### config.mk
export PLATFORM = sky130hd
export DESIGN_NAME = seg7_scan_mux
export DESIGN_NICKNAME = d
export VERILOG_FILES = /design/src/rtl/seg7_pkg.sv /design/src/rtl/seg7_scan_prescaler.sv /design/src/rtl/seg7_scan_mux.sv
export SDC_FILE = /design/constraint.sdc
export NUM_CORES = 1
export LEC_CHECK = 0
export BUFFER_PORTS_ARGS = -buffer_cell sky130_fd_sc_hd__buf_2
export CAP_MARGIN = 20
export CORE_UTILIZATION = 58
export DETAILED_ROUTE_END_ITERATION = 12
export PLACE_DENSITY = 0.79
export SKIP_CTS_REPAIR_TIMING = 1
export SYNTH_ARGS = -nofsm -noshare
export SYNTH_HDL_FRONTEND = slang
export SYNTH_SLANG_ARGS = --single-unit
### constraint.sdc
create_clock -name clk -period 3.6 [get_ports clk]
set_input_delay 0.54 -clock clk [delete_from_list [all_inputs] [get_ports clk]]
set_output_delay 0.54 -clock clk [all_outputs]
set_load 0.02 [all_outputs]
### src/rtl/seg7_pkg.sv
// Shared types and helpers for the 4-digit scanned 7-segment driver.
//   disp_word_t : one display word (hex digits, decimal points, digit enables)
//   an_sel()    : active-low one-hot anode pattern for a digit index
package seg7_pkg;

  localparam int          NUM_DIGITS = 4;
  localparam logic [3:0]  AN_OFF     = 4'b1111;

  typedef struct packed {
    logic [15:0] data;
    logic [3:0]  dp;
    logic [3:0]  en;
  } disp_word_t;

  function automatic logic [3:0] an_sel(input logic [1:0] idx);
    an_sel = ~(4'b0001 << idx);
  endfunction

endpackage

### src/rtl/seg7_scan_prescaler.sv
// Digit-slot prescaler: counts 0..DIV-1 and wraps.
//   clk   : system clock
//   rst_n : asynchronous active-low reset
//   tick  : high for the last cycle of each slot (count == DIV-1)
module seg7_scan_prescaler #(
  parameter int DIV = 50_000
) (
  input  logic clk,
  input  logic rst_n,
  output logic tick
);

  localparam int              CW   = $clog2(DIV);
  localparam logic [CW-1:0]   LAST = CW'(DIV - 1);

  logic [CW-1:0] presc_q;
  logic [CW-1:0] presc_d;

  always_comb begin
    tick    = (presc_q == LAST);
    presc_d = tick ? '0 : presc_q + 1'b1;
  end

  always_ff @(posedge clk or negedge rst_n) begin
    if (!rst_n) presc_q <= '0;
    else        presc_q <= presc_d;
  end

endmodule

### src/rtl/seg7_scan_mux.sv
// Time-multiplexes a 4-digit hex word onto one decoder nibble plus anodes.
// A pending word is captured on load and only copied into the active
// (displayed) word at a frame boundary, so a frame never mixes digits.
//   clk, rst_n     : clock, asynchronous active-low reset
//   load           : capture data/dp/en into the pending word
//   data, dp, en   : digit nibbles ([3:0] = digit 0), dots, enables
//   upd_ack        : 1-cycle pulse after a pending word is committed
//   hex, point, le : decoder nibble, dot, latch-enable (1 = digit shown)
//   an             : active-low digit anodes
module seg7_scan_mux
  import seg7_pkg::*;
#(
  parameter int DIV = 50_000,
  parameter int LZB = 0
) (
  input  logic        clk,
  input  logic        rst_n,
  input  logic        load,
  input  logic [15:0] data,
  input  logic [3:0]  dp,
  input  logic [3:0]  en,
  output logic        upd_ack,
  output logic [3:0]  hex,
  output logic        point,
  output logic        le,
  output logic [3:0]  an
);

  logic tick;

  seg7_scan_prescaler #(.DIV(DIV)) u_presc (
    .clk   (clk),
    .rst_n (rst_n),
    .tick  (tick)
  );

  disp_word_t pending_q, pending_d;
  disp_word_t active_q,  active_d;
  disp_word_t in_word;
  logic       pending_v_q, pending_v_d;
  logic [1:0] idx_q, idx_d;
  logic       upd_ack_q, upd_ack_d;
  logic [3:0] hex_q, hex_d;
  logic       point_q, point_d;
  logic       le_q, le_d;
  logic [3:0] an_q, an_d;
  logic       frame_end;
  logic [3:0] lz;
  logic       show;

  always_comb begin
    in_word     = '{data: data, dp: dp, en: en};
    frame_end   = tick && (idx_q == 2'd3);

    pending_d   = pending_q;
    pending_v_d = pending_v_q;
    active_d    = active_q;
    upd_ack_d   = 1'b0;
    idx_d       = idx_q;
    hex_d       = hex_q;
    point_d     = point_q;
    le_d        = le_q;
    an_d        = an_q;
    lz          = 4'b0000;
    show        = 1'b0;

    if (load) begin
      pending_d   = in_word;
      pending_v_d = 1'b1;
    end

    // A load landing on the frame boundary skips the pending stage.
    if (frame_end) begin
      if (load) begin
        active_d    = in_word;
        pending_v_d = 1'b0;
        upd_ack_d   = 1'b1;
      end else if (pending_v_q) begin
        active_d    = pending_q;
        pending_v_d = 1'b0;
        upd_ack_d   = 1'b1;
      end
    end

    // Leading zero: this digit and all more-significant digits are zero
    // with no dot requested. Digit 0 is never considered leading.
    lz[3] = (active_d.data[15:12] == 4'h0) && !active_d.dp[3];
    lz[2] = lz[3] && (active_d.data[11:8] == 4'h0) && !active_d.dp[2];
    lz[1] = lz[2] && (active_d.data[7:4]  == 4'h0) && !active_d.dp[1];
    lz[0] = 1'b0;

    if (tick) begin
      idx_d   = idx_q + 2'd1;
      show    = active_d.en[idx_d] && !((LZB != 0) && lz[idx_d]);
      hex_d   = active_d.data[{idx_d, 2'b00} +: 4];
      point_d = active_d.dp[idx_d];
      le_d    = show;
      an_d    = show ? an_sel(idx_d) : AN_OFF;
    end
  end

  always_ff @(posedge clk or negedge rst_n) begin
    if (!rst_n) begin
      pending_q   <= '0;
      pending_v_q <= 1'b0;
      active_q    <= '0;
      idx_q       <= 2'd0;
      upd_ack_q   <= 1'b0;
      hex_q       <= 4'h0;
      point_q     <= 1'b0;
      le_q        <= 1'b0;
      an_q        <= AN_OFF;
    end else begin
      pending_q   <= pending_d;
      pending_v_q <= pending_v_d;
      active_q    <= active_d;
      idx_q       <= idx_d;
      upd_ack_q   <= upd_ack_d;
      hex_q       <= hex_d;
      point_q     <= point_d;
      le_q        <= le_d;
      an_q        <= an_d;
    end
  end

  assign upd_ack = upd_ack_q;
  assign hex     = hex_q;
  assign point   = point_q;
  assign le      = le_q;
  assign an      = an_q;

endmodule
# After elaboration in Yosys (flattened, before gate mapping)
# Index checks and enable logic that the tools add are counted.
[totals]
ff_bits = 78
output_inout_bits = 11
elab_cells = 39
[classes]
addsub = 2
order_cmp = 1
n_eq_ne = 2
shift = 2
muxes = 16
bitwise_logic = 1
reduce_logical = 1
[ops]
columns = ["cell", "n"]
rows = [
  ["2-to-1 mux 24 bit", 3],
  ["adder 16 x 1 -> 16 bit, second input constant", 1],
  ["== test 16 bit, second input constant", 1],
  ["2-to-1 mux 16 bit", 1],
  ["variable part select 16 x 5 -> 4 bit", 1],
  ["2-to-1 mux 1 bit", 9],
  ["binary-select mux 1 bit (select 2 bit)", 2],
  ["2-to-1 mux 4 bit", 1],
  ["inverter 4 bit", 1],
  ["<< shifter 1 x 2 -> 4 bit, first input constant", 1],
  ["< comparator 2 x 3 -> 1 bit, second input constant", 1],
  ["adder 2 x 1 -> 2 bit, second input constant", 1],
  ["== test 2 bit, second input constant", 1],
  ["logical AND 1 bit", 1],
]

# Longest topological paths before layout
# Gate-level depths: netlist of run 1.
[depth]
depth_word = 6
mapped_depth = 10

# Hierarchy
# A second synthesis of run 1 with hierarchy kept.
[unflattened]
cells_unflattened = 240
area_unflattened_um2 = 3385.7
[modules_own_cells]
columns = ["mod", "n_inst", "cells_each", "area_per_inst_um2"]
rows = [
  ["seg7_scan_mux", 1, 173, 2623.8],
  ["seg7_scan_prescaler", 1, 67, 762.0],
]

# Worst setup path after synthesis of run 1
# Ideal clock, no wire load.
[synth_path]
path_type = "register to register"
start = "register idx_q[0]"
end = "register le_q (netlist: le)"
setup_time_ns = 0.125
t_arrival_ns = 2.497
t_required_ns = 3.475
path_slack_ns = 0.978
stages_incl_launch_ff = 11
synth_period_minus_slack_ns = 2.622
path_cell_list = "dfrtp_1 -> clkbuf_1 -> inv_1 -> ha_1 -> clkbuf_1 -> and2_1 -> clkbuf_1 -> nand2_1 -> o32ai_1 -> or4_4 -> mux2_4"
[synth_between]
elab_chain_len = 5
[synth_lines]
columns = ["item", "line_no", "text"]
rows = [
  ["start: declaration", "seg7_scan_mux.sv:41", "logic [1:0] idx_q, idx_d;"],
  ["start signal: assignment", "seg7_scan_mux.sv:117", "idx_q <= idx_d;"],
  ["== test 2 bit", "seg7_scan_mux.sv:53", "frame_end = tick && (idx_q == 2'd3);"],
  ["logical AND 1 bit", "seg7_scan_mux.sv:53", ""],
  ["2-to-1 mux 24 bit", "seg7_scan_mux.sv:73", "if (frame_end) begin"],
  ["binary-select mux 1 bit (select 2 bit) (*)", "seg7_scan_mux.sv:94", "show = active_d.en[idx_d] && !((LZB != 0) && lz[idx_d]);"],
  ["2-to-1 mux 1 bit (implied by the code) (*)", "seg7_scan_mux.sv:94", ""],
  ["end signal: assignment", "seg7_scan_mux.sv:121", "le_q <= le_d;"],
  ["end: declaration", "seg7_scan_mux.sv:45", "logic le_q, le_d;"],
]
# Every way passes the cells marked *; elsewhere a longest branch is shown, timed or not. The select of a mux whose other input is x is not followed.
# A chain may end at the register's enable or synchronous reset.

# Final worst setup path of run 1
# Ends and elaborated chain as after synthesis.

==> results of run 1 <==
-- power groups by stage --
| stage | clock (mW) | combinational, mW | sequential, mW |
|---|---|---|---|
| global route | 0.587 | 0.106 | 0.914 |
| global placement | 0 | 0.0929 | 0.928 |
| CTS | 0.552 | 0.0950 | 0.912 |
| floorplan | 0 | 0.0525 | 0.927 |
| detailed placement | 0 | 0.0950 | 0.929 |
| finish | 0.542 | 0.0933 | 0.912 |
-- layer usage --
layer  track usage [%]  wire length [um]  up-vias
met5                 0                 0        -
met4              10.0               158        0
met3              3.22               202       13
met2              37.9              3130       45
met1              31.8              3060     1164
li1                  -                 -     1178
-- area by class of cell --
| type | count | share of cell area (%) |
|---|---|---|
| timing repair buffer | 40 | 5.45 |
| tap | 72 | 2.34 |
| multi-input combinational | 220 | 36.7 |
| sequential | 78 | 50.7 |
| clock buffer | 12 | 3.76 |
| inverter | 8 | 0.779 |
| clock inverter | 2 | 0.260 |
-- logic make-up after synthesis --
kind of cell,after synthesis
adder cells (fa/ha/maj),5
multiplexers,27
AO/OA/AOI/OAI,54
buffers and inverters,25
AND/OR/NAND/NOR,121
XOR/XNOR,13
flip-flops,78
-- worst max-delay path, cell delays in order (launching register included) --
cell and delay (ns):
dfrtp_1 0.55, ha_1 0.20, and4_1 0.19, and4_1 0.39, o21ai_4 0.25, clkinv_1 0.22
o32ai_1 0.12, or4_4 0.59, mux2_4 0.28
-- worst min path at each step --
| stage | endpoint | slack (ns) | start | depth (start not counted) |
|---|---|---|---|---|
| 5_1_grt | u_presc.presc_q[8]$_DFF_PN0_ | 0.44 | rst_n | 1 |
| 4_1_cts | u_presc.presc_q[11]$_DFF_PN0_ | 0.39 | rst_n | 1 |
| 2_1_floorplan | active_q[0]$_DFF_PN0_ | 0.24 | rst_n | 0 |
| 3_5_place_dp | active_q[13]$_DFF_PN0_ | 0.46 | active_q[13]$_DFF_PN0_ | 2 |
| 3_3_place_gp | active_q[12]$_DFF_PN0_ | 0.46 | active_q[12]$_DFF_PN0_ | 2 |
| 6_report | u_presc.presc_q[9]$_DFF_PN0_ | 0.34 | rst_n | 1 |
-- registers in the layout, summed over array words and instances, names as in the netlist --
signal and flops:
active_q 24, pending_q 24, u_presc.presc_q 16, an 4, hex 4, idx_q 2
le 1, pending_v_q 1, point 1, upd_ack 1
-- through the flow --
| stage | hold WS [ns] | power, mW |
|---|---|---|
| after floorplan | 0.244 | 0.979 |
| after global placement | 0.459 | 1.02 |
| after detailed placement | 0.464 | 1.02 |
| after CTS | 0.389 | 1.56 |
| after global routing | 0.441 | 1.61 |
| final | 0.340 | 1.55 |
-- cell usage after synthesis, drive strengths merged (2+ instances only) --
| cell type | count | share of area [%] |
|---|---|---|
| a21oi | 11 | 1.6 |
| mux2i | 3 | 0.87 |
| xnor2 | 6 | 1.5 |
| mux2 | 24 | 7.9 |
| nor2b | 3 | 0.54 |
| clkbuf | 14 | 1.5 |
| a22o | 4 | 1.0 |
| a21o | 2 | 0.43 |
| ha | 5 | 1.8 |
| nor2 | 25 | 2.7 |
| and4 | 3 | 0.76 |
| a22oi | 11 | 2.4 |
| xor2 | 7 | 1.8 |
| nand4 | 3 | 0.54 |
| buf | 3 | 0.47 |
| nand2 | 67 | 7.2 |
| nand3 | 8 | 1.2 |
| o32ai | 2 | 0.50 |
| inv | 7 | 0.76 |
| o21ai | 13 | 2.2 |
| and3 | 3 | 0.54 |
| a31oi | 3 | 0.54 |
| dfstp | 4 | 3.0 |
| a221o | 4 | 1.2 |
| nor4b | 2 | 1.1 |
| dfrtp | 74 | 53 |
==> impl_metrics.csv, run 1 <==
group,metric,value,unit
pwr,power.share.switching,22.1,%
route,detail_route.wl_per_cell,15.2,um
route,wirelength,6550,um
sta,period_utilisation_layout,80.0,%
place,gp_congestion,0.769,
synth,mappedNetlistNets,355,
synth,synth-async-reset-ratio,100,%
place,dp_hpwl,4430,um
sta,fin_worst_skew,0.00632,ns
place,port_buffers,37,
worst_setup_path,worst-endpoint-required,3.82,ns
sta,slew_viol_final,0,
pwr,worst_ir_drop_vdd,0.248,mV
status,run_status,"finished, final reports clean",
sta,setup_violations,0,
place,placement.cell_area,0.00370,mm^2
cts,cts_max_level,3,
sta,finalWorstPathRequiredPeriod,2.88,ns
route,route.vias.total,2400,
worst_setup_path,worstSetupStartpoint,"idx_q[0]$_DFFE_PN0N_",
cts,clock-sinks,78,
pwr,share_comb_of_total_power,6.0,%
final_layout,stdcell_count,432,
route,drt_drc_violations_left,0,
die,design.portCount,38,
worst_setup_path,worst_path_maximum_fanout,24,
worst_setup_path,setup.worst_path.end,"le$_DFFE_PN0N_",
final_layout,filler_cell_count,422,
place,placedCellCount,418,
global_routing,global_route_wire_length_before_repair,11200,um
global_routing,grt_overflow_total,0,
global_routing,all_layer_global_routing_usage,23.4,%
route,vias_per_cell,5.56,
worst_setup_path,r2r.worst_path.cells,8,
synth,syn-instance-count,323,
synth,synth-xor-area-share,3.28,%
final_layout,multi_input_comb_area,0.00141,mm^2
worst_setup_path,cp.arrival,3.10,ns
pwr,internal_power,1.20,mW
synth,ys_seq_elements,78,
pwr,share_clk_of_total_power,35.0,%
cts,cts_root_buffer,"clkbuf_8",
pwr,power.switching,0.342,mW
pwr,power.sequential.fraction,59.0,%
cts,cts.path.max_buffers,2,
synth,synthSimpleGateAreaFrac,16.1,%
sta,timing.final.ws_setup,0.720,ns
worst_setup_path,r2r_start,"idx_q[0]$_DFFE_PN0N_",
global_routing,pin_count_of_the_biggest_net_entering_global_routing,79,
final_layout,utilization,68.4,%
synth,synth.area.mux_share,8.76,%
cts,numCtsBuffers,9,
synth,post_synth_instance_area,0.00347,mm^2
cts,tritoncts,"built",
synth,synth.yosys.seq_area_share,56.4,%
die,die_height,79.3,um
final_layout,layout_commonest_cell,"dfrtp_1",
synth,synth-compound-area-share,10.8,%
final_layout,stdcell_area,0.00386,mm^2
worst_setup_path,slack_of_the_worst_reg_to_reg_path,0.72,ns
worst_setup_path,crit_type,"register to register",
synth,synth-edff-count,0,
sta,setup_tns,0,ns
sta,final_hold_viol_count,0,
cts,clk_pin_slew_worst_paths,0.07,ns
worst_setup_path,rr_endpoint,"le$_DFFE_PN0N_",
die,initial_core_util,61.5,%
worst_setup_path,cp-start-kind,"register",
synth,ys_dominant_reg_cell,"dfrtp_1",
final_layout,post_route_cells_drive_above_1_share,23.6,%
run,max_cap_violations,0,
final_layout,mostFrequentLayoutCells,"dfrtp_1, nand2_1, buf_2",
final_layout,seq_area,0.00196,mm^2
final_layout,area_growth,11.1,%
die,die_w,79.3,um
route,drt_pre_antenna_iters,4,
route,ant_nets,0,
pwr,leakage,1.81,nW
final_layout,final_nets,389,
synth,postSynthAreaPerCell,10.7,um^2
route,detailedRoute.firstIterationViolations,146,
sta,grt_setup_unrepaired,"no",
synth,synth_top_family_by_area,"simple AND/OR/NAND/NOR gates",
die,core_area,0.00564,mm^2
synth,synth-warning-count,0,
pwr,p_per_area,401,mW/mm^2
global_routing,antenna_violations_before_repair,0,
sta,tightestPinTransition,0.952,ns
sta,slew_headroom,36.5,%
hold_path,hold_path.class,"input port to async pin",
die,floorplan.die_area,0.00630,mm^2
synth,netlist-cell-type-count,43,
sta,max_clock_freq,347,MHz
global_routing,grt_pass1_vias,2458,
die,standard_cell_row_count,27,
cts,clock_insertion_delay_worst_skew,0.34,ns
place,pre_cts_ws,0.734,ns
worst_setup_path,end_kind,"register",
final_layout,insertedDiodeCount,0,
synth,yosys.area_share.adder,1.80,%
(Power assumes the default switching activity.)
==> run 2: changes to the inputs <==
==> constraint.sdc (replaced) <==
create_clock -name clk -period 3 [get_ports clk]
set_input_delay 0.45 -clock clk [delete_from_list [all_inputs] [get_ports clk]]
set_output_delay 0.45 -clock clk [all_outputs]
set_load 0.02 [all_outputs]
==> impl_metrics.csv, run 2 (same netlist as run 1, synthesis figures left out) <==
group,metric,value,unit
place,placement.cell_area,0.00372,mm^2
die,die_w,79.3,um
die,design.portCount,38,
final_layout,layout_commonest_cell,"dfrtp_1",
sta,slew_viol_final,0,
die,core_area,0.00564,mm^2
global_routing,all_layer_global_routing_usage,24.3,%
cts,clock-sinks,78,
final_layout,reg.largest.list,"active_q x24, pending_q x24, u_presc.presc_q x16",
route,drt_drc_violations_left,0,
die,standard_cell_row_count,27,
run,max_cap_violations,0,
global_routing,global_route_wire_length_before_repair,11600,um
worst_setup_path,worst-endpoint-required,3.23,ns
pwr,worst_ir_drop_vdd,0.361,mV
sta,tightestPinTransition,0.955,ns
final_layout,stdcell_area,0.00390,mm^2
die,floorplan.die_area,0.00630,mm^2
final_layout,area_growth,12.4,%
pwr,total_power,1.91,mW
place,dp_hpwl,4710,um
cts,cts_max_level,3,
worst_setup_path,slowest_delay,0.58,ns
final_layout,mostFrequentLayoutCells,"dfrtp_1, nand2_1, buf_2",
sta,fin_worst_skew,0.00906,ns
place,port_buffers,37,
die,die_height,79.3,um
pwr,leakage,1.83,nW
final_layout,post_route_cells_drive_above_1_share,24.7,%
route,wirelength,6800,um
global_routing,grt_pass1_vias,2447,
final_layout,insertedDiodeCount,0,
hold_path,hold_path.class,"input port to async pin",
cts,cts_root_buffer,"clkbuf_8",
die,initial_core_util,61.5,%
route,detailedRoute.firstIterationViolations,186,
worst_setup_path,cp_cell_sequence,"inv_1 -> ha_1 -> and2_1 -> nand2_1 -> o32ai_1 -> or4_4 -> mux2_4",
place,gp_congestion,0.983,
route,detail_route.wl_per_cell,15.6,um
sta,grt_setup_unrepaired,"no",
cts,numCtsBuffers,9,
sta,setup_violations,0,
worst_setup_path,cp-start-kind,"register",
cts,clk_pin_slew_worst_paths,0.08,ns
cts,cts.path.max_buffers,2,
sta,final_hold_viol_count,0,
worst_setup_path,slowest_stage,"or4_4",
worst_setup_path,crit_type,"register to register",
cts,clock_insertion_delay_worst_skew,0.33,ns
worst_setup_path,worst_path_maximum_fanout,10,
worst_setup_path,slack_of_the_worst_reg_to_reg_path,0.39,ns
sta,slew_headroom,36.3,%
global_routing,pin_count_of_the_biggest_net_entering_global_routing,79,
cts,tritoncts,"built",
route,ant_nets,0,
status,run_status,"finished, final reports clean",
worst_setup_path,cp.arrival,2.84,ns
sta,setup_tns,0,ns
worst_setup_path,path_buf_inv,1,
route,vias_per_cell,5.66,
sta,max_clock_freq,382,MHz
worst_setup_path,cpLargestDelayFamily,"simple AND/OR/NAND/NOR gates",
sta,finalWorstPathRequiredPeriod,2.61,ns
route,route.vias.total,2475,
sta,period_utilisation_layout,87.2,%
final_layout,final_nets,392,
worst_setup_path,end_kind,"register",
global_routing,antenna_violations_before_repair,0,
route,drt_pre_antenna_iters,4,
global_routing,grt_overflow_total,0,
pwr,p_per_area,490,mW/mm^2
-- run 2: final timing paths --
check / start / endpoint / cells after the start
worst min register to register: active_q[22]$_DFF_PN0_ / active_q[22]$_DFF_PN0_ / 2
worst max-delay path: idx_q[0]$_DFFE_PN0N_ / le$_DFFE_PN0N_ / 7
max in group asynchronous: rst_n / u_presc.presc_q[2]$_DFF_PN0_ / 1
worst min-delay path: rst_n / u_presc.presc_q[8]$_DFF_PN0_ / 1
min in group clk: data[15] / pending_q[23]$_DFFE_PN0P_ / 2
worst max register to register: idx_q[0]$_DFFE_PN0N_ / le$_DFFE_PN0N_ / 7
-- run 2: cell type report --
type	instances	area (um^2)
flip-flops and latches	78	1960
fillers	428	1740
multi-input cells	220	1410
repair buffers	43	233
clock buffers	12	145
well taps	72	90.1
clock inverters	4	30.0
inverters	8	30.0
-- run 2: per-layer routing --
layer / track usage (%) / part of all wire (%)
met1: 34.7 / 46
met2: 37.6 / 48
met3: 3.91 / 4.5
met4: 9.09 / 1.2
met5: 0 / 0
-- run 2: power by group --
group / total [mW] / switching, mW / internal, mW
Sequential: 1.09 / 0.0102 / 1.08
Clock: 0.697 / 0.370 / 0.327
Combinational: 0.117 / 0.0676 / 0.0495
Total: 1.91 / 0.448 / 1.46
-- run 2: metrics by stage --
step | hold slack (ns) | worst slack [ns] | utilization (%) | instances
after global placement | 0.460 | 0.486 | 66.0 | 421
after floorplan | 0.154 | 0.378 | - | 323
after CTS | 0.295 | 0.408 | 69.1 | 437
final | 0.264 | 0.385 | 69.1 | 437
after global routing | 0.350 | 0.285 | 69.1 | 437
after detailed placement | 0.465 | 0.389 | 66.0 | 421
